**src/rtl/shift_register_univ.sv**
```systemverilog
// Universal shift register: hold / shift right / shift left / parallel load, plus an
// auto-shift sequencer with busy/done handshake. Optional rotate mode under SHIFT_ROTATE_EN.
module shift_register_univ #(
  parameter int WIDTH = 4,
  parameter int CNT_W = 4
) (
  input  logic             clock,
  input  logic             clear,
  input  logic             enable,
  input  logic [1:0]       mode,
  input  logic             ser_in_r,
  input  logic             ser_in_l,
  input  logic [WIDTH-1:0] par_in,
  input  logic             start,
  input  logic             dir,
  input  logic [CNT_W-1:0] count,
`ifdef SHIFT_ROTATE_EN
  input  logic             rotate,
`endif
  output logic [WIDTH-1:0] q,
  output logic             ser_out_r,
  output logic             ser_out_l,
  output logic             busy,
  output logic             done
);

  typedef enum logic [1:0] {S_IDLE, S_SHIFT, S_DONE} state_t;

  state_t           state, state_nx;
  logic [CNT_W-1:0] cnt, cnt_nx;
  logic             dir_q, dir_nx;
  logic [WIDTH-1:0] q_nx, shifted;
  logic             dir_sel, rot_sel;
  logic             accept;

  assign accept = (state == S_IDLE) && start && (count != '0);

`ifdef SHIFT_ROTATE_EN
  logic rot_q;
  always_ff @(posedge clock or negedge clear) begin
    if (!clear)                rot_q <= 1'b0;
    else if (enable && accept) rot_q <= rotate;
  end
  assign rot_sel = (state == S_SHIFT) ? rot_q : rotate;
`else
  assign rot_sel = 1'b0;
`endif

  // Manual ops use mode[1] as direction (01 right, 10 left); auto shifts use the latched dir.
  assign dir_sel = (state == S_SHIFT) ? dir_q : mode[1];

  always_comb begin
    shifted = q;
    if (dir_sel) shifted = {q[WIDTH-2:0], rot_sel ? q[WIDTH-1] : ser_in_l};
    else         shifted = {rot_sel ? q[0] : ser_in_r, q[WIDTH-1:1]};
  end

  always_comb begin
    state_nx = state;
    cnt_nx   = cnt;
    dir_nx   = dir_q;
    q_nx     = q;
    case (state)
      S_IDLE: begin
        if (start) begin
          if (count != '0) begin
            state_nx = S_SHIFT;
            cnt_nx   = count;
            dir_nx   = dir;
          end else begin
            state_nx = S_DONE;
          end
        end else begin
          case (mode)
            2'b01, 2'b10: q_nx = shifted;
            2'b11:        q_nx = par_in;
            default:      q_nx = q;
          endcase
        end
      end
      S_SHIFT: begin
        q_nx   = shifted;
        cnt_nx = cnt - CNT_W'(1);
        if (cnt == CNT_W'(1)) state_nx = S_DONE;
      end
      S_DONE:  state_nx = S_IDLE;
      default: state_nx = S_IDLE;
    endcase
  end

  always_ff @(posedge clock or negedge clear) begin
    if (!clear) begin
      state <= S_IDLE;
      cnt   <= '0;
      dir_q <= 1'b0;
      q     <= '0;
    end else if (enable) begin
      state <= state_nx;
      cnt   <= cnt_nx;
      dir_q <= dir_nx;
      q     <= q_nx;
    end
  end

  // Status decodes straight from state, so a stalled clock holds busy/done too.
  assign busy      = (state == S_SHIFT);
  assign done      = (state == S_DONE);
  assign ser_out_r = q[0];
  assign ser_out_l = q[WIDTH-1];

endmodule

```
**config.mk**
```make
export PLATFORM = sky130hd
export DESIGN_NAME = shift_register_univ
export DESIGN_NICKNAME = d
export VERILOG_FILES = /design/src/rtl/shift_register_univ.sv
export SDC_FILE = /design/constraint.sdc
export NUM_CORES = 1
export LEC_CHECK = 0
export CORE_MARGIN = 2
export CORE_UTILIZATION = 30
export CTS_BUF_LIST = sky130_fd_sc_hd__clkbuf_4 sky130_fd_sc_hd__clkbuf_8
export DETAILED_ROUTE_END_ITERATION = 10
export PLACE_DENSITY_LB_ADDON = 0.12
export SLEW_MARGIN = 20
export SYNTH_ARGS = -nofsm -noshare
export SYNTH_HDL_FRONTEND = slang
export SYNTH_SLANG_ARGS = --single-unit
```
**constraint.sdc**
```tcl
create_clock -name clock -period 3.6 [get_ports clock]
set_input_delay 0.54 -clock clock [delete_from_list [all_inputs] [get_ports clock]]
set_output_delay 0.54 -clock clock [all_outputs]
set_load 0.02 [all_outputs]
```
# Word level (Yosys, flattened, before mapping)
# Cells that the tools add are included.
# word_totals
register_bits	11
in_bits	17
out_inout_bits	8
elab_cells	36
# classes
n_addsub	1
eq_ne	11
n_mux	12
reduce_logical	8
# op_table
operator	count
4-bit case mux with 2 select lines	3
4-bit two-way mux	4
4-bit AND reduction	3
2-bit equality test, second input constant	3
2-bit two-way mux	3
2-bit by 1-bit equality test with 1-bit output, second input constant	2
4-bit by 1-bit equality test with 1-bit output, second input constant	1
2-bit by 1-bit != test with 1-bit output, second input constant	2
2-bit != test, second input constant	2
2-bit case mux with 2 select lines	1
4-bit nonzero test	1
4-bit by 1-bit subtractor with 4-bit output, second input constant	1
3-bit by 1-bit != test with 1-bit output, second input constant	1
3-bit AND reduction	1
2-bit logical NOT	1
2-bit nonzero test	1
2-bit OR reduction	1
1-bit two-way mux	1

# Longest topological paths before layout
# depth
word_depth	6
mapped_depth	6
ltp_nobuf	5

# Least setup slack after synthesis
# OpenSTA, ideal clock, no wires.
# synth_timing
kind	input-to-reg
from	input port mode[0]
to	register q[1]
setup_ns	0.125
t_arrival_ns	1.551
required_time_ns	3.475
setup_slack_ns	1.925
path_stages	4
n_path_buf	0
path_cell_list	ha_1 o21ba_2 o21ai_2 mux2_2
# synth_between
elab_chain_cells	5
elab_cells_between_ends	9
# synth_lines
element	line_no	rtl
start, declared	10	input logic [1:0] mode,
2-bit by 1-bit equality test with 1-bit output or 2-bit equality test (tied branches)	74	case (mode)
2-bit OR reduction	74	
4-bit case mux with 2 select lines	74	
4-bit two-way mux	65	if (start) begin
4-bit case mux with 2 select lines	63	case (state)
end signal, assigned	101	q <= q_nx;
end, declared	20	output logic [WIDTH-1:0] q,
# Several ways; a longest one is shown, not always the timed one. The select of a mux whose other input is x is not followed.
# A chain may end at the register's enable or synchronous reset.

# Final worst setup path
# layout_timing
from	register state[0]
to	output port busy
# layout_between
elab_chain_cells	1
# layout_lines
element	line_no	rtl
start, declared	29	state_t state, state_nx;
start signal, assigned	98	state <= state_nx;
2-bit by 1-bit equality test with 1-bit output	106	assign busy = (state == S_SHIFT);
end, declared	23	output logic busy,
# Every way passes these cells.

==> impl.org <==
** Clocking
- The later pin in the worst-skew pair is clocked with a latency of roughly 0.27 ns.
- The longest clock path from root to sink contains 2 buffers.
- CTS built an H-tree with a depth of 1.
- Sink count of the clock tree :: 11
- After clock tree synthesis, the flow added hold-fix buffers numbering 0.
- Counting the buffers created by CTS gives 3.
- Clock transition at path regs :: around 0.070 ns
- Root buf cell :: sky130_fd_sc_hd__clkbuf_4
- After clock tree synthesis, the setup repair step added 0 buffers.
- Post-cts gate resize count :: 0
- Clock tree from TritonCTS :: yes

** STA
- Fin. Hold Viols :: 0
- For the finished layout, the period the worst path requires is ~2.6 ns.
- Setup repair after global routing left no endpoint under its margin.
- Total count of max-transition violations in the final report :: 0
- Final Worst Setup Slack :: around 1.0 ns
- Derived from the worst setup path, the maximum achievable clock frequency is ~0.39 GHz.
- Headroom to the max-slew limit came out at 0.618.
- Share of the clock period used by the worst path after layout :: 0.709
- At the pin with the least slew margin, the transition time is approximately 0.57 ns.
- Setup_tns :: 0 ns
- Post-route clock skew :: ~0.0019 ns
- Setup violations remaining at the end of the flow were counted as 0.

** Final layout
- Count of nets after finishing :: between 100 and 150
- Ant. Diodes :: 0
- After filler insertion, the fill cell instance count of the layout stands at 249.
- Final instance area :: ~1000 µm²
- After the flow finishes, the layout carries non-filler instances totaling around 140.
- Of the cells placed in the final design, the portion with a size suffix greater than 1 is 0.111.
- The area growth from synthesis to layout is 35.0%.

** Floorplan
- 25 I/O pins were placed.
- Die Footprint :: between 2000 and 3000 µm²
- Die Height :: 54.6 µm
- Core ar. :: ~2500 µm²
- Starting Density :: 0.313
- From left edge to right edge, the die measures 54.6 µm.
- The floorplan has 18 rows.

** Worst setup path
- Walking the worst path, the cells encountered are nand2b_1 > inv_1 > clkdlybuf4s50_1.
- In this run the worst path has a maximum fanout of 17.
- Startpoint of the worst-slack reg-to-reg timing path :: state[0]
- Master of the slowest instance on the critical path :: sky130_fd_sc_hd__clkdlybuf4s50_1
- In this run the worst setup path begins at state[0].
- In this design, the stage delay of the slowest critical-path cell is 0.61 ns.
- Together, buffers and inverters on the worst path number 2.
- Data arrives at the worst endpoint at approximately 2 ns.
- The worst setup path is of the register to output port kind.
- STA classifies the critical path startpoint as a register.
- Family with the most delay on the worst path :: buffers and inverters
- Element type at the critical path end :: output port
- Required time of the worst setup path :: a little over 3 ns

** Synthesis
- Most used standard cells in the synthesized netlist :: 11 x sky130_fd_sc_hd__dfrtp_1, 7 x sky130_fd_sc_hd__nor2_1
- Number of enable-type register cells in the synthesized netlist :: 0
- The most common cell in the synthesized netlist is sky130_fd_sc_hd__dfrtp_1.
- Synthesized area per cell :: about 9 µm²
- The synthesized netlist contains 31 unique library cells.
- Yosys printed 0 warnings.
- Post-synthesis sequential element count :: 11
- Ranked by total cell area, the synthesized netlist is headed by sky130_fd_sc_hd__dfrtp_1 36%, sky130_fd_sc_hd__ha_1 4.9%, sky130_fd_sc_hd__mux2i_1 3.9%.
- Area share of the leading cell type in the synthesized netlist :: 0.358
- For this run, the leading register cell type out of synthesis is sky130_fd_sc_hd__dfrtp_1.
- When the netlist entered floorplanning its net count stood at approximately 110.
- Cell taking the most area after synthesis :: sky130_fd_sc_hd__dfrtp_1
- After synthesis the cells add up to around 770 µm².
- Of all flip-flops after synthesis, the portion carrying an async set or reset was 1.00.
- Of the synthesized area, sequential elements account for 0.358.
- The cell count after synthesis came out at 85.

** Pwr
- Total power for the finished layout comes to 800 µW.
- Switching Share :: 0.434
- Leak Pwr :: 0.429 nW
- Clk network pwr share :: 0.118
- Power Density :: around 770 nW/µm²
- In this run the power spent charging and discharging nets is roughly 350 µW.
- Power share of the sequential group :: 0.339
- The internal power of the cells totals about 450 µW.
- Of the total power, combinational logic draws 0.543.
- Largest vdd supply drop :: roughly 0.36 mV

** Global route
- Global-route usage over all layers :: 0.149
- Pin count of the biggest net entering global routing :: 18
- The first global-routing pass estimated 3.08 mm of wire.
- Vias in the first global route :: about 670
- Initial antenna violation count :: 0
- Total congestion overflow after global routing :: 0

** Routing
- Via density per instance :: 5.01
- Total wire length :: between 1.5 and 2 mm
- In the routed design, unresolved DRC markers number 0.
- After the first detailed-routing iteration, the DRC count stood at 20.
- Antenna Violating Nets Remaining :: 0
- The routed layout has approximately 700 vias.
- Post-DR wirelength/cell :: around 13 µm
- The first TritonRoute pass finished after 4 iterations.

** Placement
- Setup slack at placement :: between 1 and 1.5 ns
- Input and output buffers added on the ports amount to 24.
- In this run, placement finished with an instance count of 134.
- Summed over all nets, the half-perimeter wirelength after detailed placement is about 1.4 mm.
- In this run the cell area measured after placement is between 1000 and 1500 µm².
- Routability-driven placement finished with a final weighted congestion of about 0.75.

** Status
- Outcome :: complete, no violations

** Worst hold path
- Hold crit path type :: register to register
- Startpoint of the most critical hold path :: cnt[3]

** Flow run
- Across the run, the number of max-cap violations was 0.
-- registers in the layout (all words and copies together), names as in the netlist --
register	count
cnt	4
q	4
state	2
dir_q	1
-- logic make-up (layout without fill, tap and decap cells) --
logic type,Yosys count,count (layout),synth area share
simple gates,28,28,0.194
compound gates,28,28,0.241
fa+ha+maj,3,3,0.0489
mux,6,6,0.0879
flops,11,11,0.358
buf+inv,9,32,0.0700
-- final cells by class --
type	count	area (µm²)	area share
clock buffer	4	30.0	0.0290
inverter	4	15.0	0.0145
multi-input combinational	65	439	0.423
sequential	11	275	0.265
tap	30	37.5	0.0362
timing repair buffer	24	240	0.232
-- placed cells by master, fill, tap and decap left out, types with 2 or more instances in the layout --
| cell | instances |
|---|---|
| sky130_fd_sc_hd__a211oi_1 | 3 |
| sky130_fd_sc_hd__a21oi_1 | 4 |
| sky130_fd_sc_hd__clkbuf_4 | 4 |
| sky130_fd_sc_hd__clkdlybuf4s50_1 | 24 |
| sky130_fd_sc_hd__dfrtp_1 | 11 |
| sky130_fd_sc_hd__ha_1 | 3 |
| sky130_fd_sc_hd__inv_1 | 4 |
| sky130_fd_sc_hd__mux2_2 | 2 |
| sky130_fd_sc_hd__mux2i_1 | 3 |
| sky130_fd_sc_hd__nand2_1 | 4 |
| sky130_fd_sc_hd__nand2b_1 | 2 |
| sky130_fd_sc_hd__nor2_1 | 7 |
| sky130_fd_sc_hd__nor2b_1 | 4 |
| sky130_fd_sc_hd__nor3_1 | 4 |
| sky130_fd_sc_hd__nor3b_1 | 3 |
| sky130_fd_sc_hd__o21ai_0 | 4 |
| sky130_fd_sc_hd__o21ai_1 | 3 |
| sky130_fd_sc_hd__o21ai_2 | 2 |
| sky130_fd_sc_hd__o22ai_1 | 4 |
| sky130_fd_sc_hd__o31ai_1 | 3 |
-- per-stage QoR --
stage                     utilization  hold slack [ns]
after floorplan                     -            0.244
after global placement          0.410            0.525
after detailed placement        0.410            0.528
after CTS                       0.423            0.548
after global routing            0.423            0.564
final                           0.423            0.550
-- final timing paths --
path                       slack [ns]  cells after the start     end
setup / recovery                 1.05                      3    busy
hold / removal                   0.55                      2  cnt[3]
setup reg to reg                 1.81                      4    q[0]
hold reg to reg                  0.55                      2  cnt[3]
max in group asynchronous        2.62                      1  cnt[3]
min in group asynchronous        0.62                      1   dir_q
-- power groups by stage --
stage | clock (mW) | combinational [mW] | sequential [mW]
global route | 0.103 | 0.488 | 0.287
CTS | 0.102 | 0.440 | 0.271
finish | 0.0947 | 0.434 | 0.271
floorplan | 0 | 0.310 | 0.269
global placement | 0 | 0.433 | 0.273
detailed placement | 0 | 0.438 | 0.274
-- metal layers --
metal  GRT usage  vias up  wire, µm
met5           0        -         0
met4      0.0500        0        10
met3      0.0492        2       111
met2       0.238       28       882
met1       0.187      308       830
li1            -      354         -
-- tightest hold or removal path: stages (launching register included) --
cell                      delay, ns
sky130_fd_sc_hd__dfrtp_1       0.38
sky130_fd_sc_hd__o21ai_1       0.07
sky130_fd_sc_hd__o21ai_1       0.06
Power figures use the tool's default switching activity.
